--- config.mk ---
export PLATFORM = sky130hd
export DESIGN_NAME = seg_scan_driver
export DESIGN_NICKNAME = d
export VERILOG_FILES = /design/src/rtl/seg_scan_driver.sv
export SDC_FILE = /design/constraint.sdc
export NUM_CORES = 1
export LEC_CHECK = 0
export BUFFER_PORTS_ARGS = -buffer_cell sky130_fd_sc_hd__buf_4
export CORE_ASPECT_RATIO = 1.75
export CORE_MARGIN = 10
export CORE_UTILIZATION = 55
export DETAILED_ROUTE_END_ITERATION = 10
export GPL_ROUTABILITY_DRIVEN = 0
export GPL_TIMING_DRIVEN = 0
export HOLD_SLACK_MARGIN = 0.1
export PLACE_DENSITY_LB_ADDON = 0.12
export SYNTH_ARGS = -nofsm -noshare
export SYNTH_HDL_FRONTEND = slang
export SYNTH_SLANG_ARGS = --single-unit
--- constraint.sdc ---
create_clock -name clk -period 7.1 [get_ports clk]
set_input_delay 0.71 -clock clk [delete_from_list [all_inputs] [get_ports clk]]
set_output_delay 0.71 -clock clk [all_outputs]
set_load 0.02 [all_outputs]
--- src/rtl/seg_scan_driver.sv ---
// Time-multiplexed driver for a 4-digit 7-segment display. Holds a pending and
// an active BCD value, rotates one active-low digit enable at a fixed refresh
// rate, and emits the digit code (0-9, 10 = minus, 11 = blank) for the enabled
// position. New values only take effect at the 3->0 wrap, so a frame never tears.
module seg_scan_driver #(
  parameter int unsigned REFRESH_DIV = 100000
) (
  input  logic        clk,
  input  logic        rst,
  input  logic        load,
  input  logic [15:0] value,
  input  logic        negative,
  input  logic        blank_lz,
  output logic [3:0]  digit,
  output logic [3:0]  enable,
  output logic        scan_tick,
  output logic        frame_start,
  output logic        sign_ovf
);

  localparam int unsigned CntW = (REFRESH_DIV > 2) ? $clog2(REFRESH_DIV) : 1;
  localparam logic [CntW-1:0] DivLast = CntW'(REFRESH_DIV - 1);

  localparam logic [3:0] CodeMinus = 4'd10;
  localparam logic [3:0] CodeBlank = 4'd11;

  logic [CntW-1:0] div_cnt;
  logic [1:0]      pos;

  logic [15:0] pending_value;
  logic        pending_negative;
  logic        pending_blank_lz;
  logic        pending_valid;

  logic [15:0] active_value;
  logic        active_negative;
  logic        active_blank_lz;

  logic        tc;
  logic        wrap;
  logic [1:0]  pos_next;
  logic [15:0] src_value;
  logic        src_negative;
  logic        src_blank_lz;

  // Code for position p. "Leading" positions are p != 0 with nibbles p..3 all
  // zero; the minus takes the lowest of them.
  function automatic logic [3:0] digit_code(input logic [1:0]  p,
                                            input logic [15:0] v,
                                            input logic        neg,
                                            input logic        blz);
    logic [3:0] nib;
    logic       lead3, lead2, lead1;
    logic       is_lead, is_minus;
    nib   = v[{p, 2'b00} +: 4];
    lead3 = (v[15:12] == 4'h0);
    lead2 = lead3 && (v[11:8] == 4'h0);
    lead1 = lead2 && (v[7:4] == 4'h0);
    unique case (p)
      2'd0: begin is_lead = 1'b0;  is_minus = 1'b0;            end
      2'd1: begin is_lead = lead1; is_minus = lead1;           end
      2'd2: begin is_lead = lead2; is_minus = lead2 && !lead1; end
      2'd3: begin is_lead = lead3; is_minus = lead3 && !lead2; end
    endcase
    if (neg && is_minus) begin
      digit_code = CodeMinus;
    end else if (nib > 4'd9) begin
      digit_code = CodeBlank;
    end else if (blz && is_lead) begin
      digit_code = CodeBlank;
    end else begin
      digit_code = nib;
    end
  endfunction

  // Terminal count, wrap detection and the data the next digit is drawn from.
  always_comb begin
    tc       = (div_cnt == DivLast);
    wrap     = tc && (pos == 2'd3);
    pos_next = pos + 2'd1;
    if (wrap && pending_valid) begin
      src_value    = pending_value;
      src_negative = pending_negative;
      src_blank_lz = pending_blank_lz;
    end else begin
      src_value    = active_value;
      src_negative = active_negative;
      src_blank_lz = active_blank_lz;
    end
  end

  // Refresh divider, scan position and registered display outputs.
  always_ff @(posedge clk) begin
    if (rst) begin
      div_cnt     <= '0;
      pos         <= 2'd3;
      enable      <= 4'b1111;
      digit       <= CodeBlank;
      scan_tick   <= 1'b0;
      frame_start <= 1'b0;
      sign_ovf    <= 1'b0;
    end else begin
      scan_tick   <= tc;
      frame_start <= wrap;
      if (tc) begin
        div_cnt <= '0;
        pos     <= pos_next;
        enable  <= ~(4'b0001 << pos_next);
        digit   <= digit_code(pos_next, src_value, src_negative, src_blank_lz);
      end else begin
        div_cnt <= div_cnt + 1'b1;
      end
      if (wrap) begin
        sign_ovf <= src_negative && (src_value[15:12] != 4'h0);
      end
    end
  end

  // Pending/active value registers; a load coinciding with a wrap stays pending.
  always_ff @(posedge clk) begin
    if (rst) begin
      pending_value    <= '0;
      pending_negative <= 1'b0;
      pending_blank_lz <= 1'b1;
      pending_valid    <= 1'b0;
      active_value     <= '0;
      active_negative  <= 1'b0;
      active_blank_lz  <= 1'b1;
    end else begin
      if (wrap) begin
        active_value    <= src_value;
        active_negative <= src_negative;
        active_blank_lz <= src_blank_lz;
      end
      if (load) begin
        pending_value    <= value;
        pending_negative <= negative;
        pending_blank_lz <= blank_lz;
        pending_valid    <= 1'b1;
      end else if (wrap) begin
        pending_valid <= 1'b0;
      end
    end
  end

endmodule

==> results.json, run 1 <==
{
  "final_cells": 439,
  "synth_nets": 347,
  "wl_per_cell_microns": 15.5,
  "track_usage_pct": 15.6,
  "cts-root-buf": "clkbuf_8",
  "grt-ovfl-total": 0,
  "viasPerCell": 5.49,
  "syn_area_per_cell_sq_um": 9.49,
  "postRouteAntennaNets": 0,
  "crit_path_max_fanout": 10,
  "grt_start_max_net_pins": 11,
  "drive_gt1_share_pct": 18.1,
  "postSynth.asyncResetShare_pct": 0,
  "final_cell_mix": "dfxtp_1 (67), nor2_1 (46), nand2_1 (31), buf_4 (31), mux2i_1 (27)",
  "yosysUniqueCellTypes": 51,
  "syn_area_sq_um": 3040,
  "die_area_sq_um": 9010,
  "grt_pass1_wl_microns": 11800,
  "cts_resized": 0,
  "post-route-util_pct": 66.7,
  "place_area_sq_um": 3360,
  "die_h_microns": 118,
  "dp_hpwl_microns": 5310,
  "final_area_sq_um": 3530,
  "syn_inst": 320,
  "area_growth_pct": 16.4,
  "grt.busiest_layer": "met2",
  "hp-class": "reg2reg",
  "grt_antenna_before_repair": 0,
  "grt_use_met1_pct": 15.1,
  "fp.dieW_microns": 76.2,
  "clk_pin_slew_ns": 0.06,
  "dr_total_vias": 2412,
  "setup_viol": 0,
  "end_kind": "flop",
  "insertion_delay_ns": 0.34,
  "period_share_pct": 39.1,
  "power_leakage_nw": 1.40,
  "fmaxAchievable_mhz": 361,
  "r2r.worst_path.cells": 9,
  "synth_flop_cell": "dfxtp_1",
  "arrival_ns": 2.98,
  "maxSlewViolCount": 0,
  "rsz0062_at_grt": "no",
  "wirelength_microns": 6790,
  "synth_seq_cells": 67,
  "yosysWarnings": 0,
  "vdd_drop_max_v": 0.000176,
  "first_global_vias": 2522,
  "final.setup.tns_ns": 0,
  "hold_violations": 0,
  "cts-hold-fix-buffers": 0,
  "cp.required_ns": 7.31,
  "cts_tree": "yes",
  "whs_path_depth": 1,
  "period_needed_ns": 2.77,
  "synth_compound_area_share_pct": 11.6,
  "tightest_slew_ns": 0.745,
  "synth-edff-count": 0,
  "firstDrtPassIters": 4,
  "power_density_nw_per_um2": 202,
  "synth_top_family_by_area": "simple AND/OR/NAND/NOR gates",
  "start_util_pct": 57.3,
  "dp_cells": 424,
  "yosysSeqAreaShare_pct": 44.2,
  "slew_headroom_pct": 50.3,
  "holdWs_ns": 0.458,
  "fin_nets": 388,
  "antennaDiodeCount": 0,
  "max_cap_viol_count": 0,
  "grtUsageMet3_pct": 4.63,
  "dr.first_iter.drc_count": 91,
  "post_cts_buffers": 0,
  "start_kind": "flop",
  "layout_commonest_cell": "dfxtp_1",
  "path_class": "reg2reg",
  "clock-sinks": 67,
  "numCtsBuffers": 9,
  "fin_skew_ns": 0.00886,
  "drcViolationCount": 0,
  "clockBufferDepth": 2,
  "yosys.area_share.simple_pct": 20.0,
  "io-pin-count": 32,
  "use_met2_pct": 29.0,
  "status": "finished, final reports clean",
  "placementRows": 35,
  "synthMuxAreaShare_pct": 15.2,
  "synth_xor_area_share_pct": 3.46,
  "place.port_buffers": 30,
  "coreArea_sq_um": 5300,
  "htreeDepth": 3,
  "yosys.area_share.adder_pct": 2.47
}
-- cell families (layout without fill, tap and decap cells) --
family	count (synthesis)	after routing
xor+xnor	12	12
flops	67	67
mux	37	37
simple gates	118	118
fa+ha+maj	6	6
compound gates	58	58
buf+inv	22	67
-- power breakdown --
part | total [mW] | internal [mW] | switching, mW
Combinational | 0.0368 | 0.0179 | 0.0189
Sequential | 0.392 | 0.384 | 0.00835
Clock | 0.283 | 0.152 | 0.131
-- path summary, 6_finish.rpt --
| kind | start | endpoint | slack, ns |
|---|---|---|---|
| worst max-delay path | div_cnt[0] | digit[0] | 4.33 |
| worst min-delay path | div_cnt[0] | div_cnt[0] | 0.46 |
| worst max register to register | div_cnt[0] | digit[0] | 4.33 |
| worst min register to register | div_cnt[0] | div_cnt[0] | 0.46 |
-- final cells by class --
| type | count | area (sq um) |
|---|---|---|
| Timing Repair Buffer | 30 | 225 |
| Fill cell | 461 | 1760 |
| Inverter | 6 | 22.5 |
| Clock inverter | 2 | 10.0 |
| Sequential cell | 67 | 1340 |
| Tap cell | 74 | 92.6 |
| Buffer | 16 | 72.6 |
| Clock buffer | 13 | 169 |
| Multi-Input combinational cell | 231 | 1600 |
-- synth_stat cells, types with 2 or more instances --
cell type	count	area [sq um]
a21oi_1	24	120
and2_1	3	18.8
and3_1	4	25.0
and4_1	3	26.3
buf_1	2	7.51
clkbuf_1	11	41.3
dfxtp_1	67	1340
ha_1	6	75.1
inv_1	5	18.8
mux2_2	3	33.8
mux2i_1	27	270
mux4_2	7	158
nand2_1	31	116
nand3_1	5	25.0
nand4_1	3	18.8
nor2_1	46	173
nor3_1	2	10.0
nor4_1	4	25.0
o211ai_1	4	30.0
o21ai_0	17	85.1
or3_1	4	25.0
or4_1	3	22.5
xnor2_1	3	26.3
xor2_1	9	78.8
-- per-stage QoR --
stage               worst slack, ns  total power, mW
finish                         4.33            0.712
global route                   4.11            0.740
CTS                            4.32            0.719
detailed placement             4.33            0.437
global placement               4.41            0.436
floorplan                      4.82            0.420
-- worst max-delay path: stages, from the launching register on --
cell,delay [ns]
dfxtp_1,0.37
ha_1,0.21
and4_1,0.33
nand4_4,0.21
nor2_4,0.19
buf_2,0.29
mux2i_1,0.27
mux2i_1,0.16
a2111oi_0,0.49
a21oi_1,0.13
-- routing by layer --
layer	up-vias	wire length (microns)
met5	-	0
met4	0	170
met3	16	258
met2	42	3750
met1	1136	2610
li1	1218	-
-- registers in the layout (all words and copies together), names as in the netlist --
register / count
active_value: 16
pos: 2
digit: 4
active_blank_lz: 1
pending_value: 16
frame_start: 1
div_cnt: 17
sign_ovf: 1
pending_blank_lz: 1
pending_negative: 1
enable: 4
scan_tick: 1
active_negative: 1
pending_valid: 1
Power figures use the tool's default switching activity.
==> inputs of run 2 (changes only) <==
ABC_AREA = 1   (was unset)
CORE_UTILIZATION = 53   (was 55)
clock period = 2.5 ns   (was 7.1 ns; I/O delays follow)
==> run 2 against run 1 <==
The flow now finishes with violations (design-rule violations). Clock skew about the same. Register-to-register slack worse by 4.2 ns. Largest power group unchanged. Maximum frequency up 18%. Sequential power rose to 2.8 times the previous value. Clock power rose to 3.6 times the previous value. Count of clock-buffer cells in the layout down 2. Critical endpoint unchanged. Final cell count up 32%. Total power rose to 3.2 times the previous value.
==> results.json, run 2 <==
{
  "final.setup.tns_ns": 0,
  "power_density_nw_per_um2": 603,
  "path_class": "reg2reg",
  "postSynth.asyncResetShare_pct": 0,
  "first_global_vias": 3038,
  "reg_top3": "div_cnt: 17 flops, active_value: 16 flops, pending_value: 16 flops",
  "io-pin-count": 32,
  "wirelength_microns": 8090,
  "fin_skew_ns": 0.00904,
  "grt-ovfl-total": 0,
  "firstDrtPassIters": 7,
  "largest_reg_flops": 17,
  "rsz0062_at_grt": "yes",
  "clock-sinks": 67,
  "post-place-ws_ns": 0.125,
  "maxSlewViolCount": 0,
  "end_kind": "flop",
  "final_area_sq_um": 3800,
  "layout_commonest_cell": "nand2_1",
  "cts-root-buf": "clkbuf_8",
  "synth.most_common_cell": "nand2_1",
  "yosysUniqueCellTypes": 33,
  "arrival_ns": 2.56,
  "htreeDepth": 3,
  "track_usage_pct": 17.3,
  "die_h_microns": 123,
  "syn_inst": 451,
  "dp_cells": 559,
  "holdWs_ns": 0.124,
  "coreArea_sq_um": 5880,
  "antennaDiodeCount": 0,
  "rr_endpoint": "digit[0]",
  "top_register": "div_cnt",
  "critPathMaxStageDelay_ns": 0.40,
  "wl_per_cell_microns": 14.0,
  "r2r_start": "pos[0]",
  "synth_nets": 478,
  "period_share_pct": 93.8,
  "place_area_sq_um": 3530,
  "yosysWarnings": 0,
  "numCtsBuffers": 9,
  "hold_end": "pending_blank_lz",
  "grt_start_max_net_pins": 13,
  "post-route-util_pct": 64.7,
  "yosysSeqAreaShare_pct": 41.9,
  "dr.first_iter.drc_count": 144,
  "cts-hold-fix-buffers": 0,
  "clk_pin_slew_ns": 0.08,
  "start_kind": "flop",
  "hp-class": "in2reg",
  "max_cap_viol_count": 0,
  "power_mw": 2.29,
  "place.port_buffers": 30,
  "dp_hpwl_microns": 6310,
  "crit_family": "simple AND/OR/NAND/NOR gates",
  "fmaxAchievable_mhz": 426,
  "area_growth_pct": 18.7,
  "final_cells": 578,
  "synth_seq_cells": 67,
  "cp.required_ns": 2.71,
  "synth_flop_cell": "dfxtp_1",
  "slew_headroom_pct": 62.4,
  "violations": "design-rule violations",
  "fin_nets": 522,
  "setup_slack_ns": 0.154,
  "critical_path.cell_chain": "ha_1, inv_1, nor2_4, nand3_1, nand2_1, nor2_1, nand2_1, nor2_2, nand2_2, nand3_2, nand2_2, nand2_1, nand3_1, nand3_1",
  "grt_antenna_before_repair": 0,
  "start_util_pct": 54.5,
  "postRouteAntennaNets": 0,
  "fp.dieW_microns": 78.8,
  "final_cell_mix": "nand2_1 (97), nor2_1 (67), dfxtp_1 (67), inv_1 (46), nand3_1 (34)",
  "cts_tree": "yes",
  "placementRows": 37,
  "yosysTopAreaCellShare_pct": 41.9,
  "power_leakage_nw": 1.63,
  "dr_total_vias": 3032,
  "die_area_sq_um": 9680,
  "whs_path_depth": 3,
  "synth-edff-count": 0,
  "synth_area_leader_cell": "dfxtp_1",
  "r2r_setup_slack_ns": 0.15,
  "grt_pass1_wl_microns": 13400,
  "status": "complete, but fails checks",
  "period_needed_ns": 2.35,
  "worst-path-buf-inv": 1,
  "tightest_slew_ns": 0.563,
  "viasPerCell": 5.25,
  "drive_gt1_share_pct": 17.2,
  "hold_violations": 0,
  "synth_commonest_cells": "nand2_1 (98), nor2_1 (69), dfxtp_1 (67)",
  "insertion_delay_ns": 0.34,
  "vdd_drop_max_v": 0.000542,
  "synth_area_leaders": "dfxtp_1 (42%), nand2_1 (11%), nor2_1 (8.1%)",
  "cp_slowest_cell": "dfxtp_1",
  "syn_area_sq_um": 3200,
  "syn_area_per_cell_sq_um": 7.10,
  "setup_viol": 0,
  "clockBufferDepth": 2,
  "drcViolationCount": 2,
  "crit_path_max_fanout": 9,
  "r2r.worst_path.cells": 14,
  "worst_hold_startpoint": "blank_lz"
}
run 2: cell types whose count changed after synthesis, sizes merged, moves of 4 or more:
cell and change:
mux2i -26, and3 -4, inv +43, o21ai +5, nand3 +34, nand4 +11, or3 -4, nor2 +30
mux4 -7, nand2 +73, nor3 +7, a21oi +5, xor2 -8
run 2: tightest hold or removal path, stage by stage:
cell	delay, ns
buf_4	0.08
nand2_1	0.05
nand3_1	0.07
run 2: final cells by class:
cell class / count / area, sq um
clock buffers: 11 / 141
well taps: 78 / 97.6
multi-input cells: 319 / 1630
clock inverters: 5 / 85.1
fillers: 571 / 2080
flip-flops and latches: 67 / 1340
plain buffers: 15 / 73.8
repair buffers: 33 / 248
inverters: 50 / 188
run 2: worst max path at each step:
| stage | from | end | slack (ns) | cells after the start |
|---|---|---|---|---|
| finish | pos[0] | digit[0] | 0.15 | 14 |
| global route | div_cnt[12] | digit[0] | -0.01 | 15 |
| CTS | pos[0] | digit[0] | 0.09 | 12 |
| detailed placement | div_cnt[0] | digit[0] | 0.13 | 16 |
| global placement | div_cnt[0] | digit[0] | 0.16 | 16 |
| floorplan | pos[0] | digit[0] | 0.50 | 12 |
run 2: timing repair:
action	CTS	global route
setup buffers	0	3
setup endpoints to repair	0	5
gates resized for setup	0	10
hold endpoints to repair	0	0
run 2: routing by layer:
metal  vias up  track usage [%]  routed length, microns
li1       1538                -                       -
met1      1384             16.4                    2980
met2        77             32.1                    4390
met3        33             3.44                     262
met4         0             12.8                     457
met5         -                0                       0
run 2: cells by family after synthesis:
kind of cell	after synthesis	synth area share, %
buf+inv	65	8.09
mux	1	0.313
flops	67	41.9
fa+ha+maj	6	2.34
compound gates	59	9.65
simple gates	251	37.2
xor+xnor	2	0.547
run 2: report_power, final:
part           switching (mW)  leakage, nW  internal, mW  total [mW]
logic                  0.0995        0.970        0.0570       0.156
registers              0.0181        0.546          1.09        1.11
clock network           0.428        0.110         0.594        1.02
